**src/rtl/mem_rsp_decoupler.sv**
```systemverilog
// rtl/mem_rsp_decoupler.sv - credit-limited decoupler between a ready/valid requester and a fixed-latency memory port
// Responses land in a registered FIFO; credits bound in-flight plus buffered responses to BufDepth.
module mem_rsp_decoupler #(
  parameter int unsigned AddrWidth = 32,
  parameter int unsigned DataWidth = 32,
  parameter int          RespLat   = 2,
  parameter int unsigned BufDepth  = 4,
  parameter type mem_req_t = struct packed {
    logic q_valid;
    struct packed {
      logic [AddrWidth-1:0]   addr;
      logic                   write;
      logic [DataWidth-1:0]   data;
      logic [DataWidth/8-1:0] strb;
    } q;
  },
  parameter type mem_rsp_t = struct packed {
    logic q_ready;
    struct packed {
      logic                 valid;
      logic [DataWidth-1:0] data;
    } p;
  }
) (
  input  logic                          clk_i,
  input  logic                          rst_ni,
  input  logic                          req_valid_i,
  output logic                          req_ready_o,
  input  logic [AddrWidth-1:0]          req_addr_i,
  input  logic                          req_write_i,
  input  logic [DataWidth-1:0]          req_wdata_i,
  input  logic [DataWidth/8-1:0]        req_strb_i,
  output logic                          rsp_valid_o,
  input  logic                          rsp_ready_i,
  output logic [DataWidth-1:0]          rsp_rdata_o,
  output mem_req_t                      mem_req_o,
  input  mem_rsp_t                      mem_rsp_i,
  output logic [$clog2(BufDepth+1)-1:0] outstanding_o,
  output logic                          err_o
);

  localparam int unsigned CntWidth = $clog2(BufDepth + 1);
  localparam int unsigned PtrWidth = (BufDepth > 1) ? $clog2(BufDepth) : 1;

  if (BufDepth < 1 || RespLat < 0) begin : g_bad_params
    $error("mem_rsp_decoupler: BufDepth must be >= 1 and RespLat >= 0");
  end

  logic [CntWidth-1:0]  cnt_q, fill_q;
  logic [PtrWidth-1:0]  wr_ptr_q, rd_ptr_q;
  logic [DataWidth-1:0] fifo_q [BufDepth];
  logic                 err_q;
  logic                 has_credit, req_hs, rsp_hs, fifo_full, push, drop, cnt_dec;

  function automatic logic [PtrWidth-1:0] ptr_inc(input logic [PtrWidth-1:0] ptr);
    return (ptr == PtrWidth'(BufDepth - 1)) ? '0 : ptr + 1'b1;
  endfunction

  assign has_credit  = cnt_q < CntWidth'(BufDepth);
  assign req_ready_o = mem_rsp_i.q_ready & has_credit;
  assign req_hs      = req_valid_i & req_ready_o;

  assign rsp_valid_o = (fill_q != '0);
  assign rsp_rdata_o = fifo_q[rd_ptr_q];
  assign rsp_hs      = rsp_valid_o & rsp_ready_i;
  assign fifo_full   = (fill_q == CntWidth'(BufDepth));

  // A pop frees the slot in the same cycle, so a push at full is legal when popping.
  assign push    = mem_rsp_i.p.valid & (cnt_q != '0) & (~fifo_full | rsp_hs);
  assign drop    = mem_rsp_i.p.valid & ~push;
  // Guard keeps the credit counter from wrapping if a stray push left extra entries.
  assign cnt_dec = rsp_hs & (cnt_q != '0);

  assign outstanding_o = cnt_q;
  assign err_o         = err_q;

  always_comb begin
    mem_req_o         = '0;
    mem_req_o.q_valid = req_valid_i & has_credit;
    mem_req_o.q.addr  = req_addr_i;
    mem_req_o.q.write = req_write_i;
    mem_req_o.q.data  = req_wdata_i;
    mem_req_o.q.strb  = req_strb_i;
  end

  always_ff @(posedge clk_i or negedge rst_ni) begin
    if (!rst_ni) begin
      cnt_q    <= '0;
      fill_q   <= '0;
      wr_ptr_q <= '0;
      rd_ptr_q <= '0;
      err_q    <= 1'b0;
    end else begin
      if (req_hs && !cnt_dec) begin
        cnt_q <= cnt_q + 1'b1;
      end else if (!req_hs && cnt_dec) begin
        cnt_q <= cnt_q - 1'b1;
      end

      if (push && !rsp_hs) begin
        fill_q <= fill_q + 1'b1;
      end else if (!push && rsp_hs) begin
        fill_q <= fill_q - 1'b1;
      end

      if (push) begin
        wr_ptr_q <= ptr_inc(wr_ptr_q);
      end
      if (rsp_hs) begin
        rd_ptr_q <= ptr_inc(rd_ptr_q);
      end
      if (drop) begin
        err_q <= 1'b1;
      end
    end
  end

  always_ff @(posedge clk_i) begin
    if (push) begin
      fifo_q[wr_ptr_q] <= mem_rsp_i.p.data;
    end
  end

endmodule
```
**config.mk**
```make
export PLATFORM = sky130hd
export DESIGN_NAME = mem_rsp_decoupler
export DESIGN_NICKNAME = d
export VERILOG_FILES = /design/src/rtl/mem_rsp_decoupler.sv
export SDC_FILE = /design/constraint.sdc
export NUM_CORES = 1
export LEC_CHECK = 0
export CAP_MARGIN = 0
export CORE_UTILIZATION = 30
export CTS_CLUSTER_SIZE = 14
export DETAILED_ROUTE_END_ITERATION = 10
export GPL_TIMING_DRIVEN = 0
export PLACE_DENSITY_LB_ADDON = 0.05
export SLEW_MARGIN = 25
export SYNTH_ARGS = -nofsm -noshare
export SYNTH_HDL_FRONTEND = slang
export SYNTH_SLANG_ARGS = --single-unit
```
**constraint.sdc**
```tcl
create_clock -name clk_i -period 3.25 [get_ports clk_i]
set_clock_uncertainty 0.2 [all_clocks]
set_input_delay 0.65 -clock clk_i [delete_from_list [all_inputs] [get_ports clk_i]]
set_output_delay 0.65 -clock clk_i [all_outputs]
set_load 0.01 [all_outputs]
```
After elaboration in Yosys (flattened, before gate mapping)
Memory sizes are Yosys's and may differ from the RTL's. Cells that the tools add are included.

Memories: 1. Logic and storage cells: 47. Register bits after elaboration: 11. Memory bits (writable): 128.

Equal/unequal tests: 3. Add/sub/neg operators: 6. Magnitude comparators: 1. Reduce and logical (&&, ||, !) cells: 12. Multiplexer cells: 8. Bitwise operators: 11.

Memories: fifo_q (words 4, bits a word 32, read ports 1, clocked after Yosys merged registers in 0, wr ports 1, line 51) `logic [DataWidth-1:0] fifo_q [BufDepth];`.

Operators by type and width (number): $mux W3 (4); $and A1 B1 Y1 (8); $add A3 B1 Y3 const B (2); $reduce_bool A3 Y1 (2); $sub A3 B1 Y3 const B (2); $add A2 B1 Y2 const B (2); $eq A2 B2 Y1 const B (2); $logic_and A1 B1 Y1 (4); $logic_not A1 Y1 (4); $mux W2 (2); $reduce_bool A2 Y1 (2); $eq A3 B3 Y1 const B (1); $lt A3 B3 Y1 const B (1); $mux W1 (2); $not A1 Y1 (2); $or A1 B1 Y1 (1).

Longest topological paths before layout
Depth in word-level cells: 8. Depth in mapped cells: 9.

Worst setup path before layout
Ideal clock, no wire load.

Kind: in2reg. Start: in rsp_ready_i. End: reg fill_q[1]. Data required time: 2.922 ns. Slack: 0.560 ns. Arrival time: 2.363 ns. Stages on the path: 7. Path buffers: 1. Cell sequence: or4b_1 > and3_1 > buf_6 > ha_1 > inv_1 > fa_1 > mux2_1.

Cells in the longest elaborated chain, start to end: 6.

Ends and longest elaborated chain: start: declaration (line 34) `input logic rsp_ready_i,`; $and A1 B1 Y1 (*) (line 65) `assign rsp_hs = rsp_valid_o & rsp_ready_i;`; $or A1 B1 Y1 (*) (line 69) `assign push = mem_rsp_i.p.valid & (cnt_q != '0) & (~fifo_full | rsp_hs);`; $and A1 B1 Y1 (*) (line 69); named net push (line 53) `logic has_credit, req_hs, rsp_hs, fifo_full, push, drop, cnt_dec;`; $logic_not A1 Y1 (line 102) `end else if (!push && rsp_hs) begin`; $logic_and A1 B1 Y1 (line 102); $reduce_bool A2 Y1 (no line); end signal: assignment (line 101) `fill_q <= fill_q + 1'b1;`; end signal: assignment (line 103) `fill_q <= fill_q - 1'b1;`; end: declaration (line 49) `logic [CntWidth-1:0] cnt_q, fill_q;`.

The timed path passes the listed nets; every way through them passes the cells marked *. A chain may end at the register's enable or synchronous reset.

Worst setup path in the final report
Start: reg rd_ptr_q[1]. End: out rsp_rdata_o[14].

Cells in the longest elaborated chain, start to end: 1.

Ends and longest elaborated chain: start: declaration (line 50) `logic [PtrWidth-1:0] wr_ptr_q, rd_ptr_q;`; start signal: assignment (line 110) `rd_ptr_q <= ptr_inc(rd_ptr_q);`; $mem_v2 Z4 W32; end: declaration (line 35) `output logic [DataWidth-1:0] rsp_rdata_o,`.

Every way passes these cells.

==> key figures <==
Critical path
  • Worst endpoint required time: approximately 2.4 ns
  • CP peak stage delay: 0.50 ns
  • Family with the most delay on the worst path: buffers and inverters
  • Startpoint Class: flop
  • WP buf/inv: 3
  • CP max stage cell: clkdlybuf4s50_1
  • Worst path cell trace: clkbuf_1 -> clkbuf_4 -> mux4_2 -> clkdlybuf4s50_1
  • Worst setup EP type: output pin
  • Max Fanout on Critical Path: 10
  • R2R setup slack: 0.66 ns
  • CP Class: reg -> out
  • Worst Path Arrival: around 2.3 ns

STA
  • Final hold violation count: 0
  • Final min period: between 3 and 4 ns
  • Slew @ Worst Pin: between 0.5 and 0.6 ns
  • Unrepaired setup endpoints after global routing: false
  • Setup TNS after final layout: 0 ns
  • Slew headroom: a little over three fifths
  • Slew Viols, Final: 0
  • FMAX: approximately 0.32 GHz
  • Final setup viols: 0
  • Final period utilization: approximately 96%

Cells and area
  • Most frequent cells in the layout: clkdlybuf4s50_1 (145), edfxtp_1 (128), buf_4 (69)
  • Nets@finish: about 580
  • Final instance area: between 8000 and 9000 sq um
  • N_diodes: 0
  • Layout cells sized above 1: 30.30%
  • Most common cell after layout, fill and taps aside: clkdlybuf4s50_1
  • Final Util: 43.48%
  • Layout area overhead: 41.20%

Clock network
  • # hold bufs at CTS: 0
  • Root buf cell: clkbuf_16
  • H-tree levels: 4
  • Reg clk slew, reported paths: around 0.060 ns
  • CTS max path bufs: 2
  • CTS tree: built
  • CTS sink cnt: approximately 140
  • CTS buffer count: 17
  • Clk_lat worst skew: slightly above 0.4 ns

Detailed routing
  • # DRC: 0
  • Vias: 3051
  • Wire per inst: between 15 and 20 um
  • DR pass1 iterations: 4
  • Drt initial violations: about 100
  • Antenna Violating Nets Remaining: 0
  • Final wirelength: ~12000 um
  • Vias/cell: ~4.2

Die
  • Die Wd: approximately 140 um
  • Initial Utilization: a little under a third
  • Die height: 141.0 um
  • Core ar.: approximately 19000 sq um
  • I/O Pins: 215
  • Cell Rows: 50
  • Die area: 19890 sq um

Global routing
  • Largest net degree at the start of global routing: 33
  • First-pass GRT wire length: 17350 um
  • Global Route Usage Sum: between 10% and 20%
  • Vias in the first global route: between 3000 and 4000
  • Grt ovf: 0
  • Initial antenna violation count: 0

Power and ir drop
  • Worst IR Drop VDD: approximately 0.00051 V
  • Power per cell area: ~800 nW/um^2
  • Leakage: just under 0.003 uW

Synth
  • Register area share after synthesis: between 70% and 80%
  • Syn_nets: ~410
  • Synth Register Bits: approximately 140
  • Unique masters post-synth: 25
  • Syn Inst Count: ~300
  • Mapped Area: a little under 6000 sq um
  • Yosys warning count: 0
  • Synth Area per Inst: 19.65 sq um

Placed design
  • Detail Placement HPWL: approximately 7300 um
  • Gpl congestion: roughly 0.65
  • # port buffers: 145
  • Placed instance area: around 7600 sq um

Hold path
  • Worst hold path class: reg -> reg

Status
  • Status: completed

Flow run
  • Max_cap viols: 0
[cell type report]
class                   instances  area [sq um]
inverters                       4         15.01
flip-flops and latches        139          4119
well taps                     260         325.3
plain buffers                  78         596.8
multi-input cells              74          1096
repair buffers                145          1451
clock inverters                14         153.9
fillers                      1677         10640
clock buffers                  18         429.2
[worst reg2reg max path, delay by kind of cell, from the launching register on]
kind	cells	cell delay (ns)
adder cells (fa/ha/maj)	2	0.59
AND/OR/NAND/NOR	2	0.77
flip-flops	1	0.43
buffers and inverters	2	0.20
multiplexers	1	0.28
[synth_stat cells]
cell	number	area (sq um)
a21o_1	1	7.510
and2_1	1	6.260
and2_4	4	35.03
and3_1	1	6.260
buf_2	4	20.02
buf_4	70	525.5
buf_6	1	11.26
clkbuf_1	3	11.26
dfrtp_1	11	275.3
edfxtp_1	128	3844
fa_1	2	40.04
ha_1	7	87.58
inv_1	4	15.01
mux2_1	3	33.78
mux2_2	1	11.26
mux4_2	32	720.7
nand2_1	4	15.01
nand3_1	1	5.000
nor2_1	4	15.01
nor2b_1	2	12.51
o22ai_2	2	25.02
or3_1	2	12.51
or4b_1	1	10.01
xnor2_1	2	17.52
xor2_1	4	35.03
[metrics by stage]
step	total power, uW	hold WS (ns)	instances	worst slack (ns)
after detailed placement	4884	0.2561	700	0.02438
after global routing	7074	0.2907	732	0.01037
final	6707	0.2746	732	0.1377
after CTS	6833	0.2803	732	0.01170
after floorplan	3791	0.1544	295	0.5597
after global placement	4867	0.2535	700	0.03889
[timing repair]
| item | 4_1_cts | 5_1_grt |
|---|---|---|
| endpoints found under the hold margin | 0 | 0 |
| endpoints found under the setup margin | 21 | 17 |
| gates resized for setup | 8 | 3 |
| setup buffers | 0 | 0 |
[flip-flops by register name, summed over array words and instances, names as in the netlist]
signal / count
wr_ptr_q: 2
outstanding_o: 3
fill_q: 3
err_o: 1
rd_ptr_q: 2
fifo_q: 128
[routing by layer]
metal / routed length, um / track usage (%) / vias up / share of wire, %
met3: 725 / 4.382 / 10 / 6.3
met2: 6014 / 20.56 / 127 / 52
met1: 4654 / 14.10 / 1522 / 40
met5: 0 / 0 / - / 0
li1: - / - / 1392 / -
met4: 162 / 4.977 / 0 / 1.4
[kinds of logic after synthesis]
family,synth area share (%)
AOI/OAI and AO/OA,0.5610
xor gates and xnor gates,0.9063
adders and majority gates,2.201
buffers and inverters,10.06
DFF,71.04
muxes,13.21
and+or+nand+nor,2.028
[power by group]
| part | internal (uW) | switching [uW] | leakage, uW |
|---|---|---|---|
| combinational | 1290 | 1030 | 0.00133 |
| sequential | 2370 | 121 | 0.00130 |
| clock | 1190 | 705 | 0.000272 |
| total | 4850 | 1850 | 0.00290 |
[final timing paths]
kind,endpoint,from,depth (start not counted)
min,err_o,err_o,1
min in group asynchronous,outstanding_o[2],rst_ni,1
max,rsp_rdata_o[14],rd_ptr_q[1],4
max in group asynchronous,rd_ptr_q[0],rst_ni,1
min reg2reg,err_o,err_o,1
max reg2reg,fill_q[1],fill_q[0],7
Note: power is estimated with default switching activity, not from simulation.
